**config.mk**
```make
export PLATFORM = sky130hd
export DESIGN_NAME = param_updown_counter
export DESIGN_NICKNAME = d
export VERILOG_FILES = /design/src/rtl/param_updown_counter.sv
export SDC_FILE = /design/constraint.sdc
export NUM_CORES = 1
export LEC_CHECK = 0
export ABC_AREA = 1
export CAP_MARGIN = 15
export CORE_AREA = 2 2 39 41
export DETAILED_ROUTE_END_ITERATION = 10
export DIE_AREA = 0 0 41 43
export GPL_ROUTABILITY_DRIVEN = 1
export PLACE_DENSITY = 0.66
export RECOVER_POWER = 25
export SETUP_SLACK_MARGIN = 0.05
export SLEW_MARGIN = 20
export SYNTH_ARGS = -nofsm -noshare
export SYNTH_HDL_FRONTEND = slang
export SYNTH_SLANG_ARGS = --single-unit
```
**constraint.sdc**
```tcl
create_clock -name clk -period 1.4 [get_ports clk]
set_clock_uncertainty 0.15 [all_clocks]
set_input_delay 0.42 -clock clk [delete_from_list [all_inputs] [get_ports clk]]
set_output_delay 0.42 -clock clk [all_outputs]
set_load 0.05 [all_outputs]
```
**src/rtl/param_updown_counter.sv**
```systemverilog
// param_updown_counter
//   Parameterised up/down counter over the range 0..MAX_VAL. It supports
//   synchronous clear and load, a count enable, and either wrap or saturate
//   behaviour at the range limits. The tc and wrapped outputs let several
//   instances be cascaded, for example to build multi-digit BCD counters.
//
// Parameters
//   WIDTH     counter width in bits (>= 1)
//   MAX_VAL   top of the count range (1 .. 2**WIDTH-1)
//   SATURATE  0 = wrap at the limits, 1 = hold at the limits
//   RESET_VAL value forced while rst is high (0 .. MAX_VAL)
//
// Ports
//   clk       in   clock; all state changes on posedge
//   rst       in   asynchronous reset, active high
//   en        in   count enable
//   up        in   direction: 1 = increment, 0 = decrement
//   clr       in   synchronous clear to 0 (highest priority)
//   load      in   synchronous load of load_val, clamped to MAX_VAL
//   load_val  in   [WIDTH-1:0] load data
//   out       out  [WIDTH-1:0] registered count
//   tc        out  terminal count, combinational (cascade enable)
//   wrapped   out  registered one-cycle pulse after a wrap
//   sat       out  combinational; high when the count sits at a limit in saturate mode
module param_updown_counter #(
  parameter int WIDTH     = 4,
  parameter int MAX_VAL   = 2**WIDTH-1,
  parameter bit SATURATE  = 1'b0,
  parameter int RESET_VAL = 0
) (
  input  logic             clk,
  input  logic             rst,
  input  logic             en,
  input  logic             up,
  input  logic             clr,
  input  logic             load,
  input  logic [WIDTH-1:0] load_val,
  output logic [WIDTH-1:0] out,
  output logic             tc,
  output logic             wrapped,
  output logic             sat
);

  // Parameter legality is checked during elaboration.
  if (MAX_VAL < 1 || MAX_VAL > 2**WIDTH-1) begin : g_bad_max
    $error("param_updown_counter: MAX_VAL out of range");
  end
  if (RESET_VAL < 0 || RESET_VAL > MAX_VAL) begin : g_bad_rst
    $error("param_updown_counter: RESET_VAL out of range");
  end

  // Comparisons and arithmetic are done at WIDTH+1 bits. This avoids
  // overflow when MAX_VAL is 2**WIDTH-1.
  localparam logic [WIDTH:0]   MAX_X = (WIDTH+1)'(MAX_VAL);
  localparam logic [WIDTH-1:0] MAX_W = MAX_X[WIDTH-1:0];
  localparam logic [WIDTH-1:0] RST_W = WIDTH'(RESET_VAL);

  logic [WIDTH-1:0] r_cnt;
  logic             r_wrapped;
  logic [WIDTH:0]   w_cnt_x;
  logic [WIDTH:0]   w_inc;
  logic [WIDTH:0]   w_dec;
  logic             w_at_max;
  logic             w_at_zero;
  logic             w_at_lim;
  logic [WIDTH-1:0] w_load_clamped;

  assign w_cnt_x        = {1'b0, r_cnt};
  assign w_inc          = w_cnt_x + 1'b1;
  assign w_dec          = w_cnt_x - 1'b1;
  assign w_at_max       = (w_cnt_x == MAX_X);
  assign w_at_zero      = (r_cnt == '0);
  assign w_at_lim       = up ? w_at_max : w_at_zero;
  assign w_load_clamped = ({1'b0, load_val} > MAX_X) ? MAX_W : load_val;

  always_ff @(posedge clk or posedge rst) begin
    if (rst) begin
      r_cnt     <= RST_W;
      r_wrapped <= 1'b0;
    end else if (clr) begin
      r_cnt     <= '0;
      r_wrapped <= 1'b0;
    end else if (load) begin
      r_cnt     <= w_load_clamped;
      r_wrapped <= 1'b0;
    end else if (en) begin
      if (!w_at_lim) begin
        r_cnt     <= up ? w_inc[WIDTH-1:0] : w_dec[WIDTH-1:0];
        r_wrapped <= 1'b0;
      end else if (SATURATE) begin
        r_wrapped <= 1'b0;                 // hold at the limit
      end else begin
        r_cnt     <= up ? '0 : MAX_W;      // wrap to the opposite limit
        r_wrapped <= 1'b1;
      end
    end else begin
      r_wrapped <= 1'b0;
    end
  end

  assign out     = r_cnt;
  assign wrapped = r_wrapped;
  assign tc      = en & w_at_lim;
  assign sat     = SATURATE & w_at_lim;

endmodule

```
Word level (Yosys, flattened, before mapping)
Index checks and enable logic that the tools add are counted.
{"block": "classes", "addsub": 2, "n_eq_ne": 1, "mux": 11, "bitwise": 1, "reduce_logical": 2}
{"operator": "$mux 4", "n": 6}
{"operator": "$mux 1", "n": 5}
{"operator": "$add 4x1->4 const B", "n": 1}
{"operator": "$eq 4x4->1 const B", "n": 1}
{"operator": "$logic_not 4->1", "n": 1}
{"operator": "$sub 4x1->4 const B", "n": 1}
{"operator": "$reduce_bool 3->1", "n": 1}
{"operator": "$and 1x1->1", "n": 1}
{"block": "word_totals", "register_bits": 5, "inputBits": 10}

Logic depth before layout (Yosys ltp)
{"block": "logic_depth", "depth_word": 6, "depth_mapped": 11, "mapped_depth_nobuf": 11}

Worst setup path before layout
No wires, ideal clock.
{"block": "synth_path", "path_type": "register to output", "startpoint": "register r_cnt[3] (netlist: out[3])", "endpoint": "output tc", "t_arrival_ns": 1.447, "t_required_ns": 0.830, "path_slack_ns": -0.617, "path_stages_with_launch": 7, "path_cell_list": "dfrtp_1 nand2_1 inv_2 nand4_2 nand2_1 nand2_1 inv_1"}
{"block": "synth_via", "elab_chain_cells": 3, "elab_cells_between_ends": 4, "classes_between": "eq/ne (1); mux (1); bitwise (1); reduce/logical (1)"}
{"element": "start, declared", "line": "58", "source": "logic [WIDTH-1:0] r_cnt;"}
{"element": "start signal, assigned", "line": "84", "source": "r_cnt <= w_load_clamped;"}
{"element": "start signal, assigned", "line": "88", "source": "r_cnt <= up ? w_inc[WIDTH-1:0] : w_dec[WIDTH-1:0];"}
{"element": "start signal, assigned", "line": "93", "source": "r_cnt <= up ? '0 : MAX_W;"}
{"element": "$eq 4x4->1 / $logic_not 4->1 (equally long branches)", "line": "71, 72"}
{"element": "$mux 1 *", "line": "73", "source": "assign w_at_lim = up ? w_at_max : w_at_zero;"}
{"element": "$and 1x1->1 *", "line": "103", "source": "assign tc = en & w_at_lim;"}
{"element": "end, declared", "line": "39", "source": "output logic tc,"}
Mark *: on every way between the ends. The rest lies on a longest branch, timed or not.

Worst setup path after layout
Ends and elaborated chain as after synthesis.

==> flow_summary.ini <==
[cts]
worstSkewPairLatency_ps = 250
cts_htree_levels = 1
cts_sinks = 5
cts_buffers = 3
clk_pin_slew_ps = 50
clock-root-buffer = clkbuf_4
cts_tree = built
hold_buffers = 0
clockBufferDepth = 2

[critical_path]
regToRegSetupSlack_ps = -270
r2r-end = out[2]
crit_path_start = out[3]
crit_path_end_kind = primary output
r2r_cells = 7
arrival_ps = 1260
endpoint = tc
path_class = reg2out
worstPathMaxFanout = 3
startpoint_type = flip-flop
r2r_start = out[0]
required_ps = 830

[final_layout]
mostFrequentLayoutCells = buf_4 (19), nand2_1 (10), inv_2 (9)
area_growth_pct = 123.1
fin_cells = 120
drive_above_1_share = 0.6346
layout_commonest_cell = buf_4
fin_util = 0.7080
antenna_cells = 0
final_nets = 118

[sta]
rsz0062_at_grt = true
setup_tns_ps = -2287
final_max_slew_viol_count = 0
timing.final.hold_violations = 0
post-route-period-util = 1.307
worst_slack_ps = -429.3
setup_viol = 9
fin_crit_ps = 1829
fmax_ghz = 0.5467

[floorplan]
rows = 14
initial_core_util = 0.3174
die_y_um = 43
pin_count = 17
die_x_um = 41
coreArea_um2 = 1384
dieArea_um2 = 1763

[route]
num_vias = 546
wl_met3_um = 29
wire_per_inst_um = 11.64
finalWirelength_um = 1397
wl_met2_um = 812
top_layer = met4
viasPerCell = 4.550
drt_first_iter_violations = 4
postRouteAntennaNets = 0
dr.pass1.iters = 3
drc = 0
wl_met1_um = 523

[power]
clkPwrFrac = 0.213
powerDensity_nw_per_um2 = 853.2
peakVddDrop_v = 0.0006129
seqPwrFrac = 0.226
switching_share = 0.3792
power_switching_mw = 0.3170
p_leak_nw = 0.4719
intPower_mw = 0.5189
power_frac_comb = 0.562

[synthesis]
synth_top_cell_by_area = dfrtp_1
yosysTopAreaCellShare = 0.2849
ys_warn_count = 0
syn_inst = 59
ys_seq_area_frac = 0.2849
ys_top_cells_by_area = dfrtp_1 (28%), nand2_1 (12%), inv_1 (6.0%)
ys_ff_latch = 5
syn-num-nets = 72
synth.avg_cell_area_um2 = 7.444
synth.cell_area_um2 = 439.2
synth_cell_types = 23

[placement]
dp.cells = 107
placement.io_buffers = 15
gp_congestion = 0.8603
dp_slack_ps = -835.2
dpl.hpwl_um = 1003

[grt]
grt_max_degree = 8
grt_overflow = 0
grt_pass1_wl_um = 2283
grt_pass1_vias = 567
antenna_found_initial = 0
grtUsageTotal = 0.1986

[outcome]
violations = setup timing
outcome = finished, violations left

[worst_hold_path]
worstHoldPathType = in2async

[job]
cap_viol_max_count = 0
[power by group through the flow]
stage | Sequential, mW | Clock (mW) | Combinational, mW
after detailed placement | 0.189 | 0 | 0.386
after floorplan | 0.236 | 0 | 0.136
after global routing | 0.191 | 0.191 | 0.506
final | 0.189 | 0.178 | 0.470
after global placement | 0.186 | 0 | 0.376
after CTS | 0.188 | 0.187 | 0.456
[registers in the layout (all words and copies together) (netlist names)]
name	flops
out	4
wrapped	1
[worst min-delay path by stage]
| stage | from | to | slack [ps] |
|---|---|---|---|
| global placement | rst | wrapped | 470 |
| CTS | rst | out[3] | 210 |
| floorplan | rst | wrapped | 50 |
| finish | rst | out[3] | 350 |
| global route | rst | out[3] | 380 |
| detailed placement | rst | wrapped | 480 |
[cell usage after synthesis (all sizes together)]
library cell and number:
a21oi 2, buf 1, conb 1, dfrtp 5, fa 1, ha 2, inv 11, nand2 15
nand3 3, nand4 3, nor2 5, nor3 1, o21ai 3, o22ai 3, or2 1, xnor2 1
xor2 1
[stage by stage]
stage               area [um^2]  power, mW  hold slack (ps)
floorplan                 464.2     0.3718            48.25
global placement          822.0     0.5625            473.2
detailed placement        822.0     0.5748            484.4
CTS                       964.7     0.8312            207.2
global route              979.7     0.8876            379.4
finish                    979.7     0.8359            346.7
[layer usage]
metal | vias to the layer above | GRT usage
li1 | 279 | -
met1 | 251 | 0.2152
met2 | 13 | 0.3438
met3 | 3 | 0
met4 | 0 | 0.1400
met5 | - | 0
[area by class of cell]
class | instances | area [um^2]
Clock buffer | 4 | 26.28
Fill cell | 96 | 404.1
Inverter | 11 | 45.04
Multi-Input combinational cell | 42 | 324.1
Sequential cell | 5 | 130.1
Tap cell | 16 | 20.02
Timing Repair Buffer | 42 | 434.2
[kinds of logic after synthesis]
logic type,after synthesis,share of synthesized area
XOR/XNOR,2,0.03989
AND/OR/NAND/NOR,28,0.3533
AO/OA/AOI/OAI,8,0.09971
adder cells (fa/ha/maj),3,0.1026
flip-flops,5,0.2849
other,1,0.008539
buffers and inverters,12,0.1111
[timing repair]
item / in CTS / in global routing
buffers inserted: 8 / 2
endpoints found under the setup margin: 11 / 10
gates resized for setup: 24 / 4
pin swaps: 4 / 1
[worst max-delay path, stage by stage (launching register included)]
cell        delay (ps)
dfrtp_2            440
nor2_4             120
nand4_2            100
nand2_2             80
nand2_2             60
clkinvlp_4          80
buf_12             130
Power figures use the tool's default switching activity.
